$ cat src/rtl/ram_march_bist.sv
// ram_march_bist
// Built-in self-test sequencer for a 2^ADDR_W x DATA_W enable-strobed RAM.
// Runs a three-phase March test and reports pass/fail plus the first failing
// location:
//   P0: ascending,  write PATTERN
//   P1: ascending,  read expecting PATTERN, then write ~PATTERN
//   P2: descending, read expecting ~PATTERN
// Ports:
//   clk, rst_n        clock, asynchronous active-low reset
//   start             run request, sampled only in IDLE
//   busy              high while a run is in progress
//   done              one-cycle pulse when a run ends (pass or abort)
//   pass              result of the last run
//   fail_addr/data    address and read value of the first mismatch
//   ram_address, ram_write_data, ram_write_enable, ram_read_enable
//                     RAM access port (all registered)
//   ram_read_data     RAM registered read data

module ram_march_bist #(
  parameter int                ADDR_W  = 8,
  parameter int                DATA_W  = 8,
  parameter logic [DATA_W-1:0] PATTERN = 8'h55
) (
  input  logic              clk,
  input  logic              rst_n,
  input  logic              start,
  output logic              busy,
  output logic              done,
  output logic              pass,
  output logic [ADDR_W-1:0] fail_addr,
  output logic [DATA_W-1:0] fail_data,
  output logic [ADDR_W-1:0] ram_address,
  output logic [DATA_W-1:0] ram_write_data,
  output logic              ram_write_enable,
  output logic              ram_read_enable,
  input  logic [DATA_W-1:0] ram_read_data
);

  typedef enum logic [2:0] {
    IDLE, WR_SETUP, WR_STROBE, RD_SETUP, RD_STROBE, RD_CHECK, DONE
  } state_t;

  typedef enum logic [1:0] {P0, P1, P2} phase_t;

  localparam logic [ADDR_W-1:0] ADDR_MAX = '1;

  state_t            state_q, state_d;
  phase_t            phase_q, phase_d;
  logic [ADDR_W-1:0] addr_d;
  logic [DATA_W-1:0] wdata_d;
  logic              pass_d;
  logic [ADDR_W-1:0] fail_addr_d;
  logic [DATA_W-1:0] fail_data_d;
  logic              we_d, re_d, busy_d, done_d;
  logic [DATA_W-1:0] expected;

  // NOTE: every variable gets a default before the case statement so no path
  // leaves one unassigned; otherwise synthesis infers a latch.
  always_comb begin
    state_d     = state_q;
    phase_d     = phase_q;
    addr_d      = ram_address;
    wdata_d     = ram_write_data;
    pass_d      = pass;
    fail_addr_d = fail_addr;
    fail_data_d = fail_data;
    expected    = (phase_q == P1) ? PATTERN : ~PATTERN;

    unique case (state_q)
      IDLE: begin
        if (start) begin
          state_d     = WR_SETUP;
          phase_d     = P0;
          addr_d      = '0;
          wdata_d     = PATTERN;
          pass_d      = 1'b0;
          fail_addr_d = '0;
          fail_data_d = '0;
        end
      end
      WR_SETUP: state_d = WR_STROBE;
      WR_STROBE: begin
        if (ram_address == ADDR_MAX) begin
          // End of an ascending sweep: P0 wraps to 0 for P1, P1 hands the
          // all-ones address straight to the descending P2.
          state_d = RD_SETUP;
          if (phase_q == P0) begin
            phase_d = P1;
            addr_d  = '0;
          end else begin
            phase_d = P2;
          end
        end else begin
          addr_d  = ram_address + 1'b1;
          state_d = (phase_q == P0) ? WR_SETUP : RD_SETUP;
        end
      end
      RD_SETUP:  state_d = RD_STROBE;
      RD_STROBE: state_d = RD_CHECK;
      RD_CHECK: begin
        if (ram_read_data != expected) begin
          fail_addr_d = ram_address;
          fail_data_d = ram_read_data;
          pass_d      = 1'b0;
          state_d     = DONE;
        end else if (phase_q == P1) begin
          // Read-then-write on the same address.
          wdata_d = ~PATTERN;
          state_d = WR_SETUP;
        end else if (ram_address == '0) begin
          pass_d  = 1'b1;
          state_d = DONE;
        end else begin
          addr_d  = ram_address - 1'b1;
          state_d = RD_SETUP;
        end
      end
      DONE:    state_d = IDLE;
      default: state_d = IDLE;
    endcase

    // Outputs are registered, so they are derived from the next state.
    we_d   = (state_d == WR_STROBE);
    re_d   = (state_d == RD_STROBE);
    busy_d = (state_d != IDLE) && (state_d != DONE);
    done_d = (state_d == DONE);
  end

  // NOTE: sequential state uses non-blocking assignments so every register
  // samples the pre-edge values, independent of statement order.
  always_ff @(posedge clk or negedge rst_n) begin
    if (!rst_n) begin
      state_q          <= IDLE;
      phase_q          <= P0;
      ram_address      <= '0;
      ram_write_data   <= '0;
      ram_write_enable <= 1'b0;
      ram_read_enable  <= 1'b0;
      busy             <= 1'b0;
      done             <= 1'b0;
      pass             <= 1'b0;
      fail_addr        <= '0;
      fail_data        <= '0;
    end else begin
      state_q          <= state_d;
      phase_q          <= phase_d;
      ram_address      <= addr_d;
      ram_write_data   <= wdata_d;
      ram_write_enable <= we_d;
      ram_read_enable  <= re_d;
      busy             <= busy_d;
      done             <= done_d;
      pass             <= pass_d;
      fail_addr        <= fail_addr_d;
      fail_data        <= fail_data_d;
    end
  end

endmodule
$ cat config.mk
export PLATFORM = sky130hd
export DESIGN_NAME = ram_march_bist
export DESIGN_NICKNAME = d
export VERILOG_FILES = /design/src/rtl/ram_march_bist.sv
export SDC_FILE = /design/constraint.sdc
export NUM_CORES = 1
export LEC_CHECK = 0
export ABC_CLOCK_PERIOD_IN_PS = 1950
export CORE_MARGIN = 4
export CORE_UTILIZATION = 40
export CTS_CLUSTER_SIZE = 20
export DETAILED_ROUTE_END_ITERATION = 7
export GPL_TIMING_DRIVEN = 0
export PLACE_DENSITY = 0.78
export SLEW_MARGIN = 20
export SYNTH_ARGS = -nofsm -noshare
export SYNTH_HDL_FRONTEND = slang
export SYNTH_SLANG_ARGS = --single-unit
export TNS_END_PERCENT = 30
$ cat constraint.sdc
create_clock -name clk -period 1.95 [get_ports clk]
set_input_delay 0.4875 -clock clk [delete_from_list [all_inputs] [get_ports clk]]
set_output_delay 0.4875 -clock clk [all_outputs]
set_load 0.005 [all_outputs]
==> results of run 1 <==
worst max-delay path: cells and delay by family, from the launching register on:
kind,cells,cell delay [ns]
AOI/OAI and AO/OA,3,0.26
buffers and inverters,2,0.34
DFF,1,0.41
and+or+nand+nor,2,0.83
power groups by stage:
stage | combinational (mW) | clock (mW) | sequential (mW)
floorplan | 1.00 | 0 | 1.12
global placement | 1.64 | 0 | 1.12
detailed placement | 1.67 | 0 | 1.13
CTS | 1.95 | 0.578 | 1.10
global route | 2.16 | 0.607 | 1.17
finish | 2.00 | 0.571 | 1.13
registers in the layout, indices dropped and copies added (netlist names):
signal	flops
fail_data	8
ram_read_enable	1
ram_write_enable	1
ram_write_data	2
pass	1
busy	1
state_q	3
ram_address	8
fail_addr	8
phase_q	2
done	1
Yosys cell counts, drive strengths merged, types with 2 or more instances:
library cell,instances
and3,2
nand2,38
a41oi,3
a21oi,12
nor3b,2
nor4b,2
or3,2
o31ai,7
nor2b,2
nand2b,3
o21ai,23
ha,3
nor2,8
or4,3
nor3,3
a31oi,5
nor4bb,4
nand3,5
buf,12
o22ai,2
clkbuf,6
inv,5
dfrtp,36
mux2i,2
per-stage QoR:
step / utilization, % / cells / setup WS, ns
2_1_floorplan: - / 204 / 0.00226
6_report: 61.9 / 322 / -0.0336
3_3_place_gp: 54.4 / 303 / -0.842
4_1_cts: 61.3 / 321 / -0.0579
3_5_place_dp: 54.9 / 304 / -0.872
5_1_grt: 61.9 / 322 / -0.0983
logic make-up after synthesis:
logic type / after synthesis / share of synthesized area [%]
buffers and inverters: 23 / 6.98
DFF: 36 / 47.0
AOI/OAI and AO/OA: 62 / 21.0
and+or+nand+nor: 77 / 21.5
adders and majority gates: 3 / 1.96
muxes: 3 / 1.63
worst min path at each step:
| stage | depth (start not counted) | slack [ns] | endpoint |
|---|---|---|---|
| 4_1_cts | 1 | 0.12 | ram_address[3]$_DFFE_PN0P_ |
| 5_1_grt | 1 | 0.14 | fail_data[3]$_DFFE_PN0P_ |
| 3_3_place_gp | 2 | 0.47 | fail_data[1]$_DFFE_PN0P_ |
| 3_5_place_dp | 1 | 0.44 | ram_address[3]$_DFFE_PN0P_ |
| 6_report | 1 | 0.11 | ram_address[3]$_DFFE_PN0P_ |
| 2_1_floorplan | 0 | 0.19 | busy$_DFF_PN0_ |
metal layers:
metal | part of all wire (%) | vias to the layer above
met2 | 48 | 78
met5 | 0 | -
met1 | 43 | 880
li1 | - | 859
met3 | 6.7 | 17
met4 | 2.3 | 0
layout make-up:
cell class / count / area [µm²]
clock buffers: 7 / 86.3
inverters: 5 / 18.8
repair buffers: 60 / 577
clock inverters: 1 / 7.51
fillers: 385 / 1720
well taps: 52 / 65.1
flip-flops and latches: 36 / 902
plain buffers: 16 / 111
multi-input cells: 145 / 1020
what timing repair did:
action	CTS	global route
buffers inserted	9	3
setup endpoints to repair	27	27
gates resized for setup	34	9
pin swaps	13	9
==> impl_summary.txt, run 1 <==
----------------------------------------------------
[Floorplan]
  Die ar. ... 0.00596 mm²
  Core Rows ... 24
  Die outline width ... around 77 µm
  Starting density of the core ... ~43%
  Core box area ... ~0.0045 mm²
  Ports ... 48
  Vertical die dimension ... just under 80 µm

[Clocking]
  Clock edge transition at the registers on the reported setup and hold paths ... about 0.08 ns
  Number of hold buffers added after cts ... 0
  Clock Latency Late Sink ... around 0.29 ns
  Clock buffer depth ... 2
  # H-tree levels ... 2
  Clock tree from TritonCTS ... yes
  Total CTS buffers ... 5
  Number of clock sinks ... 36
  Clk Tree Root Cell ... sky130_fd_sc_hd__clkbuf_8

[Finish]
  Commonest non-fill, non-tap cells in the layout ... sky130_fd_sc_hd__nand2_1 (38), sky130_fd_sc_hd__clkdlybuf4s50_1 (38), sky130_fd_sc_hd__dfrtp_1 (35), sky130_fd_sc_hd__buf_4 (21), sky130_fd_sc_hd__o21ai_1 (14)
  Number of antenna cells inserted ... 0
  Growth of design area from synthesis to finish ... 45.4%
  Net count reported at finish ... between 200 and 300
  Non-Filler Cell Area, Final ... about 0.0028 mm²
  Share of cells above drive strength 1 ... between 20% and 30%

[Logic synthesis]
  Sequential-to-total area share from yosys stat ... between 40% and 50%
  Area share of the largest cell type after synthesis ... 47.0%
  Count of cell types in the netlist ... 46
  Number of register bits inferred by synthesis ... 36
  Warnings from Yosys ... 0
  Synth async-reset ratio ... 100%
  Top cells by area, synth ... sky130_fd_sc_hd__dfrtp_1 (47%), sky130_fd_sc_hd__nand2_1 (7.4%), sky130_fd_sc_hd__o21ai_1 (3.7%)
  Netlist area before placement ... roughly 0.0019 mm²
  Cell count after synthesis ... slightly above 200
  Main synth FF type ... sky130_fd_sc_hd__dfrtp_1
  Post-Syn Area per Cell ... 9.40 µm²
  Library cell occupying the most area in the post-synthesis netlist ... sky130_fd_sc_hd__dfrtp_1
  Synthesized Nets ... 218
  Number of flops mapped to enable cells by yosys ... 0

[Worst setup path]
  Critical path launch point type ... flop
  Critical Path End ... ram_address[7]$_DFFE_PN0P_
  Cell-by-cell listing of the critical path ... or4_4, nor4b_4, buf_4, o31ai_4, buf_6, a21oi_2, a41oi_2
  Critical path launch point ... ram_address[4]$_DFFE_PN0P_
  Max stage delay cell, worst path ... sky130_fd_sc_hd__or4_4
  Required time of the critical path ... about 2.1 ns
  Worst path arrival time ... ~2.1 ns
  Crit path kind ... flop to flop
  Number of cells on the worst reg-to-reg path ... 7
  R2r endpoint ... ram_address[7]$_DFFE_PN0P_
  Worst R2R Setup Slack ... -0.03 ns
  Peak per-stage delay on the critical path ... 0.57 ns
  Startpoint of the most critical register-to-register path ... ram_address[4]$_DFFE_PN0P_
  Element type at the critical path end ... flop
  Highest fanout seen on the critical path ... 6

[STA]
  Max-slew violation total from the final report ... 0
  Setup skew after layout ... about 0.0054 ns
  Tightest hold margin ... around 0.11 ns
  Worst slew margin relative to its limit ... roughly three fifths
  Maximum clock rate ... between 0.5 and 0.6 GHz
  Final period util ... 102%
  Total negative setup slack ... -0.101 ns
  Unrepaired setup endpoints after global routing ... true
  Post-layout minimum cycle time ... between 1.5 and 2 ns
  Final hold vios ... 0
  Measured slew at the worst slew-check pin ... ~0.57 ns
  Setup ws final ... -0.0336 ns
  Setup violation total in the final timing report ... 7

[Place]
  Placer Congestion ... between 0.8 and 0.9
  Detailed placer's ending HPWL ... approximately 3400 µm
  I/O Buffers ... 47
  Total placed instance area ... approximately 0.0025 mm²

[Outcome]
  Outcome ... finished with violations
  Violated checks ... setup timing

[GRT]
  Wire length of the first global-routing pass ... a little under 9000 µm
  Pin count of the biggest net entering global routing ... 22
  Met3 Use GR ... between 4 and 5%
  Overflow left after global routing ... 0
  Number of antenna violations at the first check in global routing ... 0
  GRT busiest layer ... met2
  Vias in the first global route ... approximately 1.9k
  Global routing usage on met2 ... between 20% and 30%
  Met1 Track Usage GR ... between 20% and 30%
  Global-route usage over all layers ... between 10% and 20%

[Routing]
  DRC violation count after routing ... 0
  Final ANT Viol Nets ... 0
  Total vias in the final route ... approximately 1.8k
  Detail-routed net length per standard cell ... approximately 16 µm
  1st-pass router iterations ... 4
  Detailed Route Iter0 Violations ... 83
  Via density per instance ... ~5.7
  Routed Wire Length ... between 5000 and 6000 µm

[Power and ir drop]
  Total chip power ... 3.71 mW
  Switching Share ... 39.4%
  Net switching power figure ... roughly 1.5 mW
  Share of power burned in registers ... between 30 and 40%
  Max IR drop VDD ... between 0.0008 and 0.0009 V
  Leakage power ... 1.19 nW
  Power Dens Cells ... about 1300 mW/mm²
  Logic gate share of total power ... about 54%
  Clk pwr share ... approximately 15%
  Internal power ... 2.25 mW

[Hold path]
  Worst hold path type ... primary input to async pin

[Job]
  Max-capacitance violation count ... 0

----------------------------------------------------
Note: power is estimated with default switching activity, not from simulation.
==> run 2: changes to the inputs <==
--- a/config.mk
+++ b/config.mk
@@ -8,6 +8,7 @@
 export ABC_CLOCK_PERIOD_IN_PS = 1950
 export CORE_MARGIN = 4
 export CORE_UTILIZATION = 40
+export CTS_CLUSTER_DIAMETER = 200
 export CTS_CLUSTER_SIZE = 20
 export DETAILED_ROUTE_END_ITERATION = 7
 export GPL_TIMING_DRIVEN = 0
==> results of run 2 <==
The final DEF is identical to that of run 1; final timing and power are the same.
